### src/rtl/gate_vector_driver.sv
// Pseudo-random stimulus driver for a 13-input/10-output gate model.
// Applies LFSR vectors, waits a settle delay, and compacts each response into a MISR.
module gate_vector_driver #(
    parameter int CNT_W    = 16,
    parameter int SETTLE_W = 4
) (
    input  logic                clk,
    input  logic                rst_n,
    input  logic                start,
    input  logic                abort,
    input  logic [CNT_W-1:0]    num_vec,
    input  logic [SETTLE_W-1:0] settle,
    input  logic [12:0]         seed,
    input  logic [9:0]          resp_in,
    output logic [12:0]         vec_out,
    output logic                busy,
    output logic                done,
    output logic [9:0]          signature,
    output logic [CNT_W-1:0]    vec_cnt
);

    typedef enum logic [2:0] {
        IDLE,
        APPLY,
        SETTLE,
        CAPTURE,
        DONE
    } state_t;

    localparam logic [CNT_W-1:0]    CNT_ONE  = {{(CNT_W-1){1'b0}}, 1'b1};
    localparam logic [SETTLE_W-1:0] WAIT_ONE = {{(SETTLE_W-1){1'b0}}, 1'b1};

    state_t              state;
    logic [CNT_W-1:0]    num_lat;
    logic [SETTLE_W-1:0] settle_lat;
    logic [SETTLE_W-1:0] wait_cnt;
    logic [CNT_W-1:0]    cnt_inc;

    assign cnt_inc = vec_cnt + CNT_ONE;

    function automatic logic [12:0] lfsr_next(input logic [12:0] v);
        return {v[11:0], v[12] ^ v[3] ^ v[2] ^ v[0]};
    endfunction

    function automatic logic [9:0] misr_next(input logic [9:0] m, input logic [9:0] r);
        return {m[8:0], m[9] ^ m[6]} ^ r;
    endfunction

    // vec_out is the LFSR itself, so a vector stays put from APPLY through CAPTURE
    always_ff @(posedge clk or negedge rst_n) begin
        if (!rst_n) begin
            state      <= IDLE;
            vec_out    <= '0;
            signature  <= '0;
            vec_cnt    <= '0;
            busy       <= 1'b0;
            done       <= 1'b0;
            num_lat    <= '0;
            settle_lat <= '0;
            wait_cnt   <= '0;
        end else begin
            done <= 1'b0;
            case (state)
                IDLE: begin
                    if (start) begin
                        signature <= '0;
                        vec_cnt   <= '0;
                        if (num_vec != '0) begin
                            num_lat    <= num_vec;
                            settle_lat <= settle;
                            vec_out    <= (seed == 13'h0000) ? 13'h0001 : seed;
                            busy       <= 1'b1;
                            state      <= APPLY;
                        end else begin
                            done  <= 1'b1;
                            state <= DONE;
                        end
                    end
                end
                APPLY: begin
                    if (abort) begin
                        busy  <= 1'b0;
                        state <= IDLE;
                    end else if (settle_lat == '0) begin
                        state <= CAPTURE;
                    end else begin
                        wait_cnt <= settle_lat;
                        state    <= SETTLE;
                    end
                end
                SETTLE: begin
                    if (abort) begin
                        busy  <= 1'b0;
                        state <= IDLE;
                    end else if (wait_cnt <= WAIT_ONE) begin
                        wait_cnt <= '0;
                        state    <= CAPTURE;
                    end else begin
                        wait_cnt <= wait_cnt - WAIT_ONE;
                    end
                end
                CAPTURE: begin
                    if (abort) begin
                        busy  <= 1'b0;
                        state <= IDLE;
                    end else begin
                        signature <= misr_next(signature, resp_in);
                        vec_cnt   <= cnt_inc;
                        vec_out   <= lfsr_next(vec_out);
                        if (cnt_inc == num_lat) begin
                            busy  <= 1'b0;
                            done  <= 1'b1;
                            state <= DONE;
                        end else begin
                            state <= APPLY;
                        end
                    end
                end
                DONE: begin
                    state <= IDLE;
                end
                default: begin
                    busy  <= 1'b0;
                    state <= IDLE;
                end
            endcase
        end
    end

endmodule

### config.mk
export PLATFORM = sky130hd
export DESIGN_NAME = gate_vector_driver
export DESIGN_NICKNAME = d
export VERILOG_FILES = /design/src/rtl/gate_vector_driver.sv
export SDC_FILE = /design/constraint.sdc
export NUM_CORES = 1
export LEC_CHECK = 0
export ABC_AREA = 0
export BUFFER_PORTS_ARGS = -buffer_cell sky130_fd_sc_hd__buf_2
export CORE_ASPECT_RATIO = 1.25
export CORE_MARGIN = 3
export CORE_UTILIZATION = 54
export DETAILED_ROUTE_END_ITERATION = 8
export MAX_ROUTING_LAYER = met4
export PLACE_DENSITY = 0.81
export SLEW_MARGIN = 25
export SYNTH_ARGS = -nofsm -noshare
export SYNTH_HDL_FRONTEND = slang
export SYNTH_SLANG_ARGS = --single-unit
export TNS_END_PERCENT = 20
### constraint.sdc
create_clock -name clk -period 3.08 [get_ports clk]
set_clock_uncertainty 0.1 [all_clocks]
set_input_delay 0.462 -clock clk [delete_from_list [all_inputs] [get_ports clk]]
set_output_delay 0.462 -clock clk [all_outputs]
set_load 0.02 [all_outputs]
==> impl_metrics.json <==
{
  "dieArea_mm2": 0.00802,
  "period_share_pct": 88.8,
  "fin_crit_ns": 2.73,
  "tightest_slew_ns": 0.828,
  "syn_area_per_cell_um2": 9.59,
  "post-synth-top-area-cell": "dfrtp_1",
  "synthArstFlopShare_pct": 100,
  "synth_edf_count": 0,
  "synthTopCellsByArea": "dfrtp_1 45%, mux2_2 6.0%, o21ai_0 6.0%",
  "stdcell_area_mm2": 0.00453,
  "finalNonFillerCells": 569,
  "setup_viol": 0,
  "antenna_cells": 0,
  "fin_setup_tns_ns": 0,
  "irDropWorstVdd_v": 0.000596,
  "detail-route-antenna-nets": 0,
  "routed.top_layer": "met4",
  "nNetsFinal": 527,
  "hp-class": "in2async",
  "clk_latency_ns": 0.36,
  "path_cells": "ha_1 > nand3_1 > nor2_1 > o22ai_1 > or3_1 > nor4_4 > a32o_1",
  "clock-sinks": 68,
  "h-tree-depth": 3,
  "grt_max_degree": 30,
  "placed_area_mm2": 0.00426,
  "crit_slowest_cell": "dfrtp_1",
  "synth-seq-area-share_pct": 45.2,
  "gp_congestion": 0.922,
  "cp.required_ns": 3.27,
  "cp-end-kind": "flop",
  "synth_common_cells": "68 x dfrtp_1, 45 x o21ai_0, 34 x nor2_1",
  "max-slew-margin-rel_pct": 44.3,
  "finalHoldViolations": 5,
  "synth_cells": 393,
  "layout-drive-gt1-share_pct": 28.2,
  "grtUsageTotal_pct": 26.3,
  "p_total_mw": 4.24,
  "cts_resized": 0,
  "met1Wirelength_um": 4140,
  "synth_area_mm2": 0.00377,
  "synth_most_common_cell": "dfrtp_1",
  "drc": 0,
  "root_buffer": "clkbuf_8",
  "maxCapViolations": 0,
  "cts_made_buffers": 9,
  "placed_cells": 553,
  "cpPeakStageDelay_ns": 0.50,
  "synth.distinct_cells": 49,
  "synthFlopType": "dfrtp_1",
  "clockBufferDepth": 2,
  "cts_hold_buf": 0,
  "ys_ff_latch": 68,
  "syn_to_final_growth_pct": 20.3,
  "fin_util_pct": 68.2,
  "routedWlPerCell_um": 16.8,
  "routed_wl_um": 9530,
  "syn_nets": 443,
  "p_leak_nw": 2.13,
  "fin_ws_ns": 0.346,
  "whs_ns": -0.00890,
  "drtIter0Drc": 205,
  "synth_warnings": 0,
  "grt_antenna_before_repair": 0,
  "powerDensity_mw_per_mm2": 935,
  "die_x_um": 80.7,
  "rsz0062_at_grt": "no",
  "cp-start-kind": "flop",
  "arrival_ns": 2.92,
  "die_h_um": 99.4,
  "rows": 33,
  "cts.clk_slew.worst_paths_ns": 0.08,
  "drv_slew": 0,
  "crit_type": "reg2reg",
  "cts_tree": "done",
  "wl_met2_um": 4660,
  "preCtsSetupSlack_ns": 0.459,
  "status": "finished, violations left",
  "vias": 3360,
  "dr.pass1.iters": 5,
  "crit_fanout": 8,
  "cts_setup_buffers": 0,
  "coreArea_mm2": 0.00665,
  "gr-total-overflow": 0,
  "grt_pass1_wl_um": 16000,
  "initial_utilization_pct": 56.7,
  "worstRegToRegCells": 7,
  "synth_top_area_share_pct": 45.2,
  "io_buffers": 87,
  "dp_hpwl_um": 6810,
  "fmax_mhz": 366,
  "io_pins": 88,
  "met3_length_um": 540,
  "grt_pass1_vias": 3242,
  "via_per_inst": 5.91,
  "violations": "hold timing"
}
-- registers in the layout, summed over array words and instances, names as in the netlist --
name / cells
signature: 10
vec_cnt: 16
num_lat: 16
settle_lat: 4
vec_out: 13
wait_cnt: 4
state: 3
done: 1
busy: 1
-- cells in the final DEF, fill, tap and decap left out, types with 5 or more instances in the layout --
cell	count
dfrtp_1	68
xor2_1	6
a22o_1	5
a21oi_1	26
o31ai_1	8
clkbuf_8	9
nand2b_1	7
mux2_2	20
nand3_1	11
buf_2	87
mux2i_1	12
and3_1	8
xnor2_1	21
o21ai_0	45
nor4_1	12
nor3_1	7
nand2_1	26
inv_1	8
nor2_1	34
buf_4	7
-- layout make-up --
cell class              instances  area, um2
multi-input cells             296       1930
well taps                      87        109
flip-flops and latches         68       1700
clock buffers                   9        124
inverters                       8       30.0
repair buffers                 94        488
fillers                       551       2110
clock inverters                 7        146
-- critical path: cells and delay by family, from the launching register on --
family / cells / cell delay [ns]
AND/OR/NAND/NOR: 4 / 1.38
adder cells (fa/ha/maj): 1 / 0.33
flip-flops: 1 / 0.50
AO/OA/AOI/OAI: 2 / 0.34
-- power breakdown --
group / total [mW] / switching [mW] / internal (mW)
sequential: 1.56 / 0.331 / 1.23
clock: 0.998 / 0.373 / 0.625
combinational: 1.68 / 0.945 / 0.740
-- logic make-up (layout without fill, tap and decap cells) --
logic type	count (synthesis)	in the layout	share of synthesized area, %
flops	68	68	45.2
xor+xnor	28	28	6.71
mux	32	32	9.17
fa+ha+maj	4	4	1.26
compound gates	104	104	16.5
simple gates	128	128	17.7
buf+inv	29	118	3.49
-- routing by layer --
layer | GRT usage [%] | up-vias
met1 | 35.6 | 1609
met5 | - | -
met2 | 40.3 | 134
met4 | 10.1 | 0
met3 | 3.44 | 25
li1 | - | 1592
-- worst paths after layout --
check	startpoint	to	slack, ns
worst max-delay path	vec_cnt[0]	done	0.35
worst min-delay path	rst_n	num_lat[9]	-0.009
worst max register to register	vec_cnt[0]	done	0.35
worst min register to register	signature[2]	signature[2]	0.43
max in group asynchronous	rst_n	vec_cnt[14]	2.13
min in group clk	settle[3]	settle_lat[3]	0.24
Note: power is estimated with default switching activity, not from simulation.
